File: config.mk
export PLATFORM = sky130hd
export DESIGN_NAME = iter_down_counter
export DESIGN_NICKNAME = d
export VERILOG_FILES = /design/src/rtl/ac_ctrl_pkg.sv /design/src/rtl/iter_down_counter_core.sv /design/src/rtl/iter_down_counter.sv
export SDC_FILE = /design/constraint.sdc
export NUM_CORES = 1
export LEC_CHECK = 0
export ABC_CLOCK_PERIOD_IN_PS = 3600
export CORE_ASPECT_RATIO = 1.5
export CORE_MARGIN = 4
export CORE_UTILIZATION = 54
export DETAILED_ROUTE_END_ITERATION = 8
export PLACE_DENSITY = 0.93
export SYNTH_ARGS = -nofsm -noshare
export SYNTH_HDL_FRONTEND = slang
export SYNTH_HIERARCHICAL = 1
export SYNTH_SLANG_ARGS = --single-unit
File: constraint.sdc
create_clock -name clk -period 3.6 [get_ports clk]
set_input_delay 1.08 -clock clk [delete_from_list [all_inputs] [get_ports clk]]
set_output_delay 1.08 -clock clk [all_outputs]
set_load 0.01 [all_outputs]
File: src/rtl/ac_ctrl_pkg.sv
// Shared state encoding for the lab's control FSMs.
package ac_ctrl_pkg;

  typedef enum logic [1:0] {
    IDLE = 2'd0,
    RUN  = 2'd1,
    DONE = 2'd2
  } ctrl_state_t;

  localparam int CTRL_STATE_W = 2;

endpackage

File: src/rtl/iter_down_counter_core.sv
// WIDTH-bit count register with synchronous clear, load and decrement.
// Precedence: clr > ld > dec.
module down_counter_core #(
  parameter int               WIDTH         = 8,
  parameter logic [WIDTH-1:0] INITIAL_VALUE = '0
) (
  input  logic             clk,
  input  logic             rst_b,
  input  logic             clr,
  input  logic             ld,
  input  logic [WIDTH-1:0] ld_val,
  input  logic             dec,
  output logic [WIDTH-1:0] q
);

  // Count register; the FSM never requests dec at zero, so no wrap guard.
  always_ff @(posedge clk or negedge rst_b) begin
    if (!rst_b) begin
      q <= INITIAL_VALUE;
    end else if (clr) begin
      q <= INITIAL_VALUE;
    end else if (ld) begin
      q <= ld_val;
    end else if (dec) begin
      q <= q - WIDTH'(1);
    end
  end

endmodule

File: src/rtl/iter_down_counter.sv
// Iteration down-counter with start/done handshake and optional auto-reload.
//
// state | meaning
// IDLE  | waiting for start; q holds last value
// RUN   | counting down on c_dn; busy high
// DONE  | terminal count reached; done high for this one cycle
module iter_down_counter
  import ac_ctrl_pkg::*;
#(
  parameter int               WIDTH         = 8,
  parameter logic [WIDTH-1:0] INITIAL_VALUE = '0
) (
  input  logic             clk,
  input  logic             rst_b,
  input  logic             start,
  input  logic [WIDTH-1:0] ld_val,
  input  logic             c_dn,
  input  logic             clr,
  input  logic             rld,
  output logic [WIDTH-1:0] q,
  output logic             zero,
  output logic             busy,
  output logic             done
);

  ctrl_state_t      state;
  ctrl_state_t      state_nxt;
  logic [WIDTH-1:0] rld_reg;
  logic             core_ld;
  logic [WIDTH-1:0] core_ld_val;
  logic             core_dec;
  logic             rld_cap;

  // Next-state and counter-control decode; clr overrides every state action.
  always_comb begin
    state_nxt   = state;
    core_ld     = 1'b0;
    core_ld_val = ld_val;
    core_dec    = 1'b0;
    rld_cap     = 1'b0;
    if (clr) begin
      state_nxt = IDLE;
    end else begin
      case (state)
        IDLE: begin
          if (start) begin
            core_ld   = 1'b1;
            rld_cap   = 1'b1;
            state_nxt = (ld_val != '0) ? RUN : DONE;
          end
        end
        RUN: begin
          if (c_dn) begin
            core_dec = 1'b1;
            if (q == WIDTH'(1)) begin
              state_nxt = DONE;
            end
          end
        end
        DONE: begin
          if (rld && (rld_reg != '0)) begin
            core_ld     = 1'b1;
            core_ld_val = rld_reg;
            state_nxt   = RUN;
          end else begin
            state_nxt = IDLE;
          end
        end
        default: state_nxt = IDLE;
      endcase
    end
  end

  // State register with busy/done registered straight from the next state.
  always_ff @(posedge clk or negedge rst_b) begin
    if (!rst_b) begin
      state <= IDLE;
      busy  <= 1'b0;
      done  <= 1'b0;
    end else begin
      state <= state_nxt;
      busy  <= (state_nxt == RUN);
      done  <= (state_nxt == DONE);
    end
  end

  // Reload value remembered from the most recent accepted start.
  always_ff @(posedge clk or negedge rst_b) begin
    if (!rst_b) begin
      rld_reg <= '0;
    end else if (rld_cap) begin
      rld_reg <= ld_val;
    end
  end

  down_counter_core #(
    .WIDTH         (WIDTH),
    .INITIAL_VALUE (INITIAL_VALUE)
  ) u_core (
    .clk    (clk),
    .rst_b  (rst_b),
    .clr    (clr),
    .ld     (core_ld),
    .ld_val (core_ld_val),
    .dec    (core_dec),
    .q      (q)
  );

  assign zero = (q == '0);

endmodule

; After elaboration in Yosys (flattened, before gate mapping)
; Cells that the tools add are included.
[word_totals]
ff_bits = 20
latch_bits = 0
ramBits = 0
mem_bits_ro = 0
wordCells = 38
n_memories = 0
[classes]
add_sub_neg = 1
mul = 0
div = 0
order_cmp = 0
eq_ne = 5
shift = 0
muxes = 21
bitwise_logic = 0
n_reduce_logical = 6
[op_table]
columns = operator, count
row1 = $mux 8, 5
row2 = $reduce_bool 8->1, 2
row3 = $mux 2, 5
row4 = $mux 1, 9
row5 = $eq 8x1->1 const B, 1
row6 = $logic_not 8->1, 1
row7 = $sub 8x1->8 const B, 1
row8 = $pmux 2 s3, 1
row9 = $eq 2x1->1 const B, 2
row10 = $eq 2x2->1 const B, 2
row11 = $reduce_bool 3->1, 1
row12 = $logic_not 2->1, 1
row13 = $pmux 1 s2, 1
row14 = $logic_and 1x1->1, 1

; Depth between registers and ports, before layout
; Gate-level depths: netlist of run 1.
[depth]
word_depth = 7
ltp_mapped = 8
ltp_nobuf = 6

; Cells and area by module
; The synthesis of run 1 kept the hierarchy.
[by_module_without_submodules]
columns = mod, instances, cells_per_inst, area_per_inst_um2
row1 = iter_down_counter, 1, 57, 711.9
row2 = down_counter_core, 1, 57, 520.5

; Worst setup path after synthesis of run 1
; No wires, ideal clock.
[synth_timing]
path_kind = input -> register
start = input port clr
end = register u_core.q[7]
setup_time_ps = 90
arrival_ps = 2516
required_ps = 3510
slack_ps = 994
stages = 5
path_buffers = 1
cell_sequence = clkbuf_2 a211oi_4 or2_2 or4b_2 o221ai_1
[synth_between]
elab_chain_len = 3
[synth_rtl]
columns = element, line
row1 = from (decl), iter_down_counter.sv:18  ; input logic clr,
row2 = $mux 1 (*), iter_down_counter.sv:41  ; if (clr) begin
row3 = net core_ld, iter_down_counter.sv:29  ; logic core_ld;
row4 = $mux 8, iter_down_counter_core.sv:22  ; end else if (ld) begin
row5 = $mux 8, iter_down_counter_core.sv:20  ; end else if (clr) begin
row6 = to (signal assigned), iter_down_counter_core.sv:23  ; q <= ld_val;
row7 = to (signal assigned), iter_down_counter_core.sv:25  ; q <= q - WIDTH'(1);
row8 = to (decl), iter_down_counter_core.sv:13  ; output logic [WIDTH-1:0] q
; The timed path passes the listed nets; every way through them passes the cells marked *.
; A chain may end at the register's enable or synchronous reset.

; Worst setup path in the final report of run 1
[layout_timing]
start = register u_core.q[5]
end = output port zero
[layout_between]
elab_chain_len = 1
[layout_rtl]
columns = element, line
row1 = $logic_not 8->1, iter_down_counter.sv:109  ; assign zero = (q == '0);
row2 = to (decl), iter_down_counter.sv:21  ; output logic zero,
; Every way passes these cells.

==> results of run 1 <==
==> logic make-up (layout without fill, tap and decap cells) <==
family | Yosys count | in the layout | share of synthesized area [%]
AO/OA/AOI/OAI | 23 | 23 | 15.2
flip-flops | 20 | 20 | 40.6
XOR/XNOR | 3 | 3 | 2.13
AND/OR/NAND/NOR | 36 | 36 | 20.9
buffers and inverters | 14 | 39 | 4.67
adder cells (fa/ha/maj) | 1 | 1 | 1.02
multiplexers | 17 | 17 | 15.4
==> through the flow <==
| step | instances | util, % | hold WS [ns] |
|---|---|---|---|
| 2_1_floorplan | 114 | - | 0.518 |
| 3_3_place_gp | 158 | 71.3 | 0.537 |
| 3_5_place_dp | 158 | 71.3 | 0.546 |
| 4_1_cts | 161 | 72.4 | 0.570 |
| 5_1_grt | 161 | 72.4 | 0.601 |
| 6_report | 161 | 72.4 | 0.569 |
==> per-layer routing <==
metal	track usage, %	vias to the layer above	part of all wire, %
met5	0	-	0
met4	6.57	0	1.5
met2	38.1	41	55
met1	25.8	526	40
met3	2.70	9	3.6
li1	-	486	-
==> how the worst min path moves through the flow <==
stage | from | to | cells after the start
global route | rld_reg[0] | rld_reg[0] | 1
CTS | rld_reg[0] | rld_reg[0] | 1
global placement | rld_reg[7] | rld_reg[7] | 1
floorplan | rld_reg[0] | rld_reg[0] | 1
finish | rld_reg[0] | rld_reg[0] | 1
detailed placement | rld_reg[0] | rld_reg[0] | 1
==> power groups by stage <==
| stage | Sequential [mW] | Clock, mW | Combinational [mW] |
|---|---|---|---|
| 5_1_grt | 0.294 | 0.113 | 0.160 |
| 3_5_place_dp | 0.293 | 0 | 0.146 |
| 6_report | 0.289 | 0.103 | 0.147 |
| 2_1_floorplan | 0.286 | 0 | 0.0812 |
| 3_3_place_gp | 0.289 | 0 | 0.140 |
| 4_1_cts | 0.288 | 0.105 | 0.147 |
==> final cells by class <==
class	instances	area [um^2]
fillers	154	581
inverters	9	33.8
well taps	22	27.5
clock buffers	3	22.5
flip-flops and latches	20	500
multi-input cells	80	674
repair buffers	27	263
==> cell usage after synthesis <==
master     count
dfrtp_1       20
a2111oi_0      2
o221ai_1       1
inv_1          9
nor4_4         1
o31a_2         1
or4_1          1
buf_1          1
o41ai_1        1
clkbuf_2       1
clkbuf_1       2
nor4b_1        1
nor3_1         6
a22oi_1        1
xor2_1         3
a21oi_1        5
mux2_2        16
or4b_2         1
nor2_1         5
a211oi_4       1
nor4_2         2
or4_4          1
mux2i_1        1
o21a_1         2
nand2_1        3
or2_2          1
a211oi_1       3
a311oi_1       2
and4_1         1
nor2b_1        4
nand4_1        2
and2_1         1
nor4_1         4
buf_4          1
nand3b_4       1
o31a_1         4
ha_1           1
nor4bb_1       1
==> insert_results.sql, run 1 <==
INSERT INTO impl_metrics (metric_group, metric, value, unit) VALUES
('status', 'status', 'complete, no violations', ''),
('synth', 'mappedNetlistArea', '1230', 'um^2'),
('worst_setup_path', 'crit_start', 'u_core/q[5]', ''),
('sta', 'final_hold_violation_count', '0', ''),
('finish', 'final_design_area_no_fill', '1520', 'um^2'),
('min_path', 'min_path_type', 'register to register', ''),
('worst_setup_path', 'critical-path-max-stage-delay', '0.56', 'ns'),
('placed_design', 'gp_congestion', '0.832', ''),
('worst_setup_path', 'worstReg2RegStart', 'rld_reg[7]', ''),
('clock_network', 'cts_tree', 'yes', ''),
('worst_setup_path', 'worst-r2r-cell-count', '5', ''),
('worst_setup_path', 'critical_path.endpoint', 'zero', ''),
('worst_setup_path', 'critical_path_cell_count', '4', ''),
('synth', 'synth_largest_area_cell', 'dfrtp_1', ''),
('clock_network', 'cts_num_sinks', '20', ''),
('power_and_ir_drop', 'power_frac_clock', '19.0', '%'),
('synth', 'mappedNetlistNets', '129', ''),
('power_and_ir_drop', 'peakVddDrop', '0.250', 'mV'),
('synth', 'avgSynthCellArea', '10.8', 'um^2'),
('sta', 'fmax', '0.317', 'GHz'),
('sta', 'timing.final.ws_setup', '0.444', 'ns'),
('detailed_routing', 'antenna_violating_nets_post_route', '0', ''),
('sta', 'report.final.slew_viol_count', '0', ''),
('clock_network', 'worstSkewPairLatency', '0.29', 'ns'),
('placed_design', 'place_worst_setup_slack', '0.364', 'ns'),
('global_routing', 'grt_start_max_net_pins', '21', ''),
('sta', 'pin_slew_with_the_least_headroom_to_its_limit', '0.896', 'ns'),
('finish', 'final_cell_mix', 'clkdlybuf4s50_1, dfrtp_1, mux2_2', ''),
('sta', 'clock-skew-final', '0.00418', 'ns'),
('global_routing', 'grt_use_total', '21.5', '%'),
('power_and_ir_drop', 'pwr-share-seq', '53.6', '%'),
('floorplanning', 'design.portCount', '25', ''),
('worst_setup_path', 'critical_path.startpoint_type', 'register', ''),
('clock_network', 'post_cts.resized_instances', '0', ''),
('floorplanning', 'initial_core_util', '58.6', '%'),
('worst_setup_path', 'kind_of_critical_path', 'register to output port', ''),
('clock_network', 'clkTransAtPathRegs', '0.11', 'ns'),
('detailed_routing', 'route.detailed.vias_per_inst', '6.60', ''),
('power_and_ir_drop', 'total_leakage_power', '0.622', 'nW'),
('placed_design', 'place.detailed.hpwl', '2260', 'um'),
('finish', 'final_layout_size_suffix_gt1_share', '22.3', '%'),
('floorplanning', 'die_area', '3130', 'um^2'),
('power_and_ir_drop', 'cellPowerDensity', '354', 'nW/um^2'),
('synth', 'netlist.area_leader.share', '40.6', '%'),
('finish', 'area_growth', '23.5', '%'),
('floorplanning', 'fp.dieH', '66.5', 'um'),
('synth', 'postSynthRegisterBits', '20', ''),
('detailed_routing', 'wire_per_inst', '18.6', 'um'),
('sta', 'final.min_clock_period', '3.16', 'ns'),
('worst_setup_path', 'setup.reg_to_reg.worst_slack', '1.07', 'ns'),
('power_and_ir_drop', 'switching_part_of_the_total', '30.8', '%'),
('detailed_routing', 'postRouteWirelength', '3000', 'um'),
('finish', 'layout_commonest_cell', 'clkdlybuf4s50_1', ''),
('worst_setup_path', 'cp_data_required_time', '2.52', 'ns'),
('global_routing', 'number_of_antenna_violations_at_the_first_check_in_global_routing', '0', ''),
('synth', 'postSynthCellCount', '114', ''),
('global_routing', 'grt_pass1_wl', '4940', 'um'),
('worst_setup_path', 'cp_top_family', 'simple AND/OR/NAND/NOR gates', ''),
('detailed_routing', 'drc_errors', '0', ''),
('power_and_ir_drop', 'share_comb_of_total_power', '27.3', '%'),
('finish', 'final_net_count', '156', ''),
('clock_network', 'htree_num_levels', '1', ''),
('clock_network', 'numCtsBuffers', '3', ''),
('clock_network', 'post_cts_hold_buffer_count', '0', ''),
('sta', 'fin_tns_setup', '0', 'ns'),
('worst_setup_path', 'timing.critical_path.buf_inv', '1', ''),
('clock_network', 'clock_path_buffers', '2', ''),
('placed_design', 'io_buffer_count', '24', ''),
('power_and_ir_drop', 'p_switching', '166', 'uW'),
('sta', 'report.final.setup_viol', '0', ''),
('global_routing', 'first_global_vias', '1075', '');
Power figures use the tool's default switching activity.
==> run 2, diff against run 1 <==
--- a/config.mk
+++ b/config.mk
@@ -11,6 +11,7 @@
 export CORE_UTILIZATION = 54
 export DETAILED_ROUTE_END_ITERATION = 8
 export PLACE_DENSITY = 0.93
+export SETUP_SLACK_MARGIN = 0.4
 export SYNTH_ARGS = -nofsm -noshare
 export SYNTH_HDL_FRONTEND = slang
 export SYNTH_HIERARCHICAL = 1
==> insert_results.sql, run 2 (same netlist as run 1, synthesis figures left out) <==
INSERT INTO impl_metrics (metric_group, metric, value, unit) VALUES
('detailed_routing', 'postRouteWirelength', '3020', 'um'),
('clock_network', 'numCtsBuffers', '3', ''),
('clock_network', 'worstSkewPairLatency', '0.29', 'ns'),
('global_routing', 'grt_start_max_net_pins', '21', ''),
('worst_setup_path', 'crit_start', 'u_core/q[5]', ''),
('detailed_routing', 'route.vias.total', '1047', ''),
('job', 'drv_cap', '0', ''),
('clock_network', 'cts_post_setup_buffers_inserted', '0', ''),
('sta', 'timing.max_slew.rel_slack', '40.5', '%'),
('clock_network', 'post_cts_hold_buffer_count', '0', ''),
('floorplanning', 'fp.dieH', '66.5', 'um'),
('sta', 'pin_slew_with_the_least_headroom_to_its_limit', '0.889', 'ns'),
('worst_setup_path', 'critical_path.endpoint', 'zero', ''),
('worst_setup_path', 'critical_path.startpoint_type', 'register', ''),
('floorplanning', 'die_area', '3130', 'um^2'),
('min_path', 'min_path_type', 'register to register', ''),
('finish', 'multiInputGateArea', '681', 'um^2'),
('global_routing', 'number_of_antenna_violations_at_the_first_check_in_global_routing', '0', ''),
('global_routing', 'met2_usage', '38.1', '%'),
('finish', 'area_growth', '24.0', '%'),
('power_and_ir_drop', 'total_leakage_power', '0.623', 'nW'),
('sta', 'period_utilization_post_route', '83.1', '%'),
('global_routing', 'grt_pass1_wl', '4940', 'um'),
('finish', 'antenna-diode-count', '0', ''),
('clock_network', 'cell_at_the_root_of_the_clock_tree', 'clkbuf_4', ''),
('floorplanning', 'die_w', '47.0', 'um'),
('finish', 'final_layout_size_suffix_gt1_share', '23.0', '%'),
('status', 'status', 'complete, no violations', ''),
('finish', 'sequential_cell_area', '500', 'um^2'),
('detailed_routing', 'drc_errors', '0', ''),
('floorplanning', 'fp-row-count', '20', ''),
('clock_network', 'clkTransAtPathRegs', '0.11', 'ns'),
('finish', 'final.fill_count', '150', ''),
('detailed_routing', 'drtPass1Iterations', '4', ''),
('clock_network', 'cts_num_sinks', '20', ''),
('sta', 'fin_tns_setup', '0', 'ns'),
('sta', 'fmax', '0.334', 'GHz'),
('floorplanning', 'design.portCount', '25', ''),
('sta', 'report.final.slew_viol_count', '0', ''),
('sta', 'final_hold_violation_count', '0', ''),
('global_routing', 'grt_use_total', '21.5', '%'),
('worst_setup_path', 'worstReg2RegStart', 'rld_reg[7]', ''),
('sta', 'timing.final.ws_setup', '0.610', 'ns'),
('worst_setup_path', 'worst_ep_arrival_time', '1.91', 'ns'),
('floorplanning', 'floorplan.core_area', '2100', 'um^2'),
('detailed_routing', 'dr_iter_0_viols', '64', ''),
('detailed_routing', 'wire_per_inst', '18.7', 'um'),
('placed_design', 'io_buffer_count', '24', ''),
('global_routing', 'grt_util_met1', '25.8', '%'),
('detailed_routing', 'route.detailed.vias_per_inst', '6.50', ''),
('worst_setup_path', 'setup.reg_to_reg.worst_slack', '1.06', 'ns'),
('clock_network', 'post_cts.resized_instances', '0', ''),
('placed_design', 'place_worst_setup_slack', '0.364', 'ns'),
('worst_setup_path', 'worst-r2r-cell-count', '5', ''),
('global_routing', 'grt_util_met3', '2.70', '%'),
('worst_setup_path', 'cp_data_required_time', '2.52', 'ns'),
('finish', 'final_cell_mix', 'clkdlybuf4s50_1, dfrtp_1, mux2_2', ''),
('sta', 'rsz0062_at_grt', 'false', ''),
('worst_setup_path', 'crit-reg2reg-capture', 'u_core/q[7]', ''),
('power_and_ir_drop', 'peakVddDrop', '0.248', 'mV'),
('power_and_ir_drop', 'cellPowerDensity', '353', 'nW/um^2'),
('worst_setup_path', 'kind_of_critical_path', 'register to output port', ''),
('placed_design', 'gp_congestion', '0.832', ''),
('detailed_routing', 'antenna_violating_nets_post_route', '0', ''),
('worst_setup_path', 'crit_path_end_kind', 'output port', ''),
('floorplanning', 'initial_core_util', '58.6', '%'),
('clock_network', 'htree_num_levels', '1', ''),
('min_path', 'hold_path_startpoint', 'rld_reg[0]', ''),
('global_routing', 'grt-busiest-layer', 'met2', ''),
('placed_design', 'place.detailed.hpwl', '2260', 'um'),
('global_routing', 'first_global_vias', '1075', ''),
('finish', 'layout_commonest_cell', 'clkdlybuf4s50_1', ''),
('clock_network', 'clock_path_buffers', '2', ''),
('sta', 'report.final.setup_viol', '0', ''),
('sta', 'clock-skew-final', '0.00446', 'ns'),
('worst_setup_path', 'path_max_fanout', '5', ''),
('global_routing', 'global_route.overflow_total', '0', ''),
('finish', 'final_net_count', '156', ''),
('clock_network', 'cts_tree', 'yes', ''),
('sta', 'final.min_clock_period', '2.99', 'ns');
-- run 2: cell counts in the layout (fill, tap and decap cells not counted) --
Identical to the previous run, type by type.
-- run 2: area by class of cell --
type | instances | area share (%)
Timing Repair Buffer | 27 | 17.2
Multi-Input combinational cell | 80 | 44.6
Tap cell | 22 | 1.80
Sequential cell | 20 | 32.8
Inverter | 9 | 2.21
Clock buffer | 3 | 1.47
-- run 2: worst min-delay path by stage --
stage | to | cells after the start
after floorplan | rld_reg[0] | 1
after global placement | rld_reg[7] | 1
after detailed placement | rld_reg[0] | 1
after CTS | rld_reg[0] | 1
after global routing | rld_reg[0] | 1
final | rld_reg[0] | 1
-- run 2: metal layers --
metal	vias up	part of all wire, %
li1	487	-
met5	-	0
met3	4	3.8
met1	520	40
met4	0	1.2
met2	36	55
-- run 2: worst max-delay path: stages, from the launching register on --
cell and delay [ns]:
dfrtp_1 0.46, nor4_2 0.42, nand2_1 0.10, nor2_1 0.10, clkdlybuf4s50_1 0.54
-- run 2: where the power goes --
part / switching, mW / internal, mW / leakage, nW
logic: 0.0656 / 0.0824 / 0.354
clock network: 0.0624 / 0.0389 / 0.0138
registers: 0.0372 / 0.252 / 0.255
-- run 2: metrics by stage --
| stage | hold slack, ns | cell area (um^2) | cells | power (mW) | util (%) |
|---|---|---|---|---|---|
| floorplan | 0.518 | 1230 | 114 | 0.368 | - |
| global placement | 0.537 | 1500 | 158 | 0.429 | 71.3 |
| detailed placement | 0.546 | 1500 | 158 | 0.439 | 71.3 |
| CTS | 0.570 | 1520 | 161 | 0.539 | 72.4 |
| global route | 0.601 | 1530 | 161 | 0.568 | 72.7 |
| finish | 0.569 | 1530 | 161 | 0.539 | 72.7 |
==> run 3, diff against run 2 <==
--- a/config.mk
+++ b/config.mk
@@ -5,12 +5,12 @@
 export SDC_FILE = /design/constraint.sdc
 export NUM_CORES = 1
 export LEC_CHECK = 0
-export ABC_CLOCK_PERIOD_IN_PS = 3600
+export ABC_CLOCK_PERIOD_IN_PS = 2850
 export CORE_ASPECT_RATIO = 1.5
 export CORE_MARGIN = 4
-export CORE_UTILIZATION = 54
+export CORE_UTILIZATION = 50
 export DETAILED_ROUTE_END_ITERATION = 8
-export PLACE_DENSITY = 0.93
+export PLACE_DENSITY = 0.88
 export SETUP_SLACK_MARGIN = 0.4
 export SYNTH_ARGS = -nofsm -noshare
 export SYNTH_HDL_FRONTEND = slang
==> constraint.sdc (replaced) <==
create_clock -name clk -period 2.85 [get_ports clk]
set_input_delay 0.855 -clock clk [delete_from_list [all_inputs] [get_ports clk]]
set_output_delay 0.855 -clock clk [all_outputs]
set_load 0.01 [all_outputs]
==> insert_results.sql, run 3 (same netlist as run 1, synthesis figures left out) <==
INSERT INTO impl_metrics (metric_group, metric, value, unit) VALUES
('status', 'status', 'complete, no violations', ''),
('clock_network', 'cts_num_sinks', '20', ''),
('worst_setup_path', 'crit_path_end_kind', 'register', ''),
('finish', 'multiInputGateArea', '716', 'um^2'),
('min_path', 'min_path_type', 'register to register', ''),
('finish', 'sequential_cell_area', '508', 'um^2'),
('min_path', 'hold_path_startpoint', 'rld_reg[7]', ''),
('clock_network', 'cell_at_the_root_of_the_clock_tree', 'clkbuf_4', ''),
('sta', 'fin_tns_setup', '0', 'ns'),
('finish', 'final_layout_size_suffix_gt1_share', '34.2', '%'),
('clock_network', 'clock_path_buffers', '2', ''),
('floorplanning', 'fp-row-count', '21', ''),
('finish', 'antenna-diode-count', '0', ''),
('worst_setup_path', 'kind_of_critical_path', 'input pin to register', ''),
('global_routing', 'first_global_vias', '1166', ''),
('placed_design', 'io_buffer_count', '24', ''),
('detailed_routing', 'drc_errors', '0', ''),
('finish', 'final.fill_count', '151', ''),
('global_routing', 'global_route.overflow_total', '0', ''),
('finish', 'final_net_count', '165', ''),
('floorplanning', 'design.portCount', '25', ''),
('clock_network', 'numCtsBuffers', '3', ''),
('worst_setup_path', 'cp_data_required_time', '3.03', 'ns'),
('finish', 'area_growth', '35.8', '%'),
('finish', 'final_design_area_no_fill', '1670', 'um^2'),
('worst_setup_path', 'critical_path.startpoint_type', 'input pin', ''),
('detailed_routing', 'route.vias.total', '1088', ''),
('placed_design', 'gp_congestion', '0.855', ''),
('floorplanning', 'initial_core_util', '53.9', '%'),
('sta', 'clock-skew-final', '0.00347', 'ns'),
('power_and_ir_drop', 'peakVddDrop', '0.361', 'mV'),
('detailed_routing', 'antenna_violating_nets_post_route', '0', ''),
('sta', 'report.final.slew_viol_count', '0', ''),
('sta', 'timing.max_slew.rel_slack', '53.7', '%'),
('global_routing', 'grt_pass1_wl', '5530', 'um'),
('floorplanning', 'fp.dieH', '68.8', 'um'),
('finish', 'final_cell_mix', 'clkdlybuf4s50_1, mux2_2, dfrtp_1', ''),
('worst_setup_path', 'worst-r2r-cell-count', '5', ''),
('detailed_routing', 'postRouteWirelength', '3240', 'um'),
('detailed_routing', 'wire_per_inst', '18.8', 'um'),
('floorplanning', 'floorplan.core_area', '2290', 'um^2'),
('sta', 'period_utilization_post_route', '83.8', '%'),
('placed_design', 'place.detailed.hpwl', '2260', 'um'),
('placed_design', 'dpl-instance-area', '1530', 'um^2'),
('clock_network', 'worstSkewPairLatency', '0.31', 'ns'),
('detailed_routing', 'drtPass1Iterations', '4', ''),
('clock_network', 'cts_tree', 'yes', ''),
('power_and_ir_drop', 'cellPowerDensity', '488', 'nW/um^2'),
('sta', 'rsz0062_at_grt', 'true', ''),
('worst_setup_path', 'worstReg2RegStart', 'rld_reg[7]', ''),
('floorplanning', 'die_w', '48.5', 'um'),
('clock_network', 'clkTransAtPathRegs', '0.12', 'ns'),
('clock_network', 'htree_num_levels', '1', ''),
('worst_setup_path', 'worst_ep_arrival_time', '2.57', 'ns'),
('job', 'drv_cap', '0', ''),
('global_routing', 'grt_use_total', '21.6', '%'),
('detailed_routing', 'dr_iter_0_viols', '40', ''),
('global_routing', 'number_of_antenna_violations_at_the_first_check_in_global_routing', '0', ''),
('sta', 'fmax', '0.419', 'GHz'),
('floorplanning', 'die_area', '3340', 'um^2'),
('sta', 'pin_slew_with_the_least_headroom_to_its_limit', '0.677', 'ns'),
('worst_setup_path', 'path_max_fanout', '8', ''),
('worst_setup_path', 'crit_start', 'rld', ''),
('sta', 'final.min_clock_period', '2.39', 'ns'),
('detailed_routing', 'route.detailed.vias_per_inst', '6.33', ''),
('power_and_ir_drop', 'total_leakage_power', '0.688', 'nW'),
('sta', 'final_hold_violation_count', '0', ''),
('finish', 'layout_commonest_cell', 'clkdlybuf4s50_1', ''),
('global_routing', 'grt_start_max_net_pins', '21', ''),
('min_path', 'hold_path_depth', '1', ''),
('sta', 'report.final.setup_viol', '0', '');
run 3: changes by cell type in the layout (fill, tap and decap cells not counted), sizes merged:
cell	before	now
dlygate4sd2	0	2
clkdlybuf4s50	24	22
bufinv	0	1
buf	3	12
run 3: stage by stage:
| step | instances | setup WS (ns) | hold slack (ns) | power [mW] | utilization (%) |
|---|---|---|---|---|---|
| finish | 172 | 0.462 | 0.567 | 0.816 | 73.2 |
| global route | 172 | 0.361 | 0.599 | 0.858 | 73.2 |
| CTS | 172 | 0.418 | 0.565 | 0.810 | 72.2 |
| detailed placement | 163 | 0.0334 | 0.542 | 0.554 | 66.9 |
| global placement | 163 | 0.0901 | 0.530 | 0.545 | 66.9 |
| floorplan | 114 | 0.469 | 0.518 | 0.464 | - |
run 3: layout make-up:
| cell class | count | share of cell area, % |
|---|---|---|
| multi-input cells | 80 | 42.8 |
| flip-flops and latches | 20 | 30.3 |
| repair buffers | 36 | 20.0 |
| inverters | 9 | 2.02 |
| clock inverters | 1 | 1.79 |
| well taps | 23 | 1.72 |
| clock buffers | 3 | 1.35 |
run 3: path summary, 6_finish.rpt:
check / endpoint / slack, ns
max in group asynchronous: u_core/q[6] / 1.75
hold reg to reg: rld_reg[7] / 0.57
min in group asynchronous: rld_reg[2] / 0.87
hold / removal: rld_reg[7] / 0.57
setup / recovery: u_core/q[7] / 0.46
setup reg to reg: u_core/q[7] / 0.63
run 3: timing repair:
action	CTS	global route
setup buffers	5	0
cloned	0	0
gates resized for setup	12	6
hold buffers	0	0
endpoints found under the setup margin	2	2
pin swaps	1	1
run 3: routing by layer:
| layer | vias to the layer above | share of wire (%) | global-route usage (%) |
|---|---|---|---|
| met5 | - | 0 | 0 |
| met4 | 0 | 2.6 | 13.8 |
| met1 | 539 | 40 | 24.8 |
| li1 | 507 | - | - |
| met3 | 8 | 3.5 | 3.23 |
| met2 | 34 | 54 | 37.6 |
run 3: critical path, cell delays in order:
cell and delay, ns:
clkdlybuf4s50_1 0.50, nand3b_4 0.11, a211oi_4 0.22, buf_6 0.18, mux2_2 0.35, a22oi_1 0.23, o221ai_2 0.13
run 3: report_power, final:
group / switching, mW / internal [mW] / total [mW]
Clock: 0.0960 / 0.142 / 0.238
Sequential: 0.0439 / 0.320 / 0.364
Combinational: 0.0937 / 0.120 / 0.214
Total: 0.234 / 0.583 / 0.816
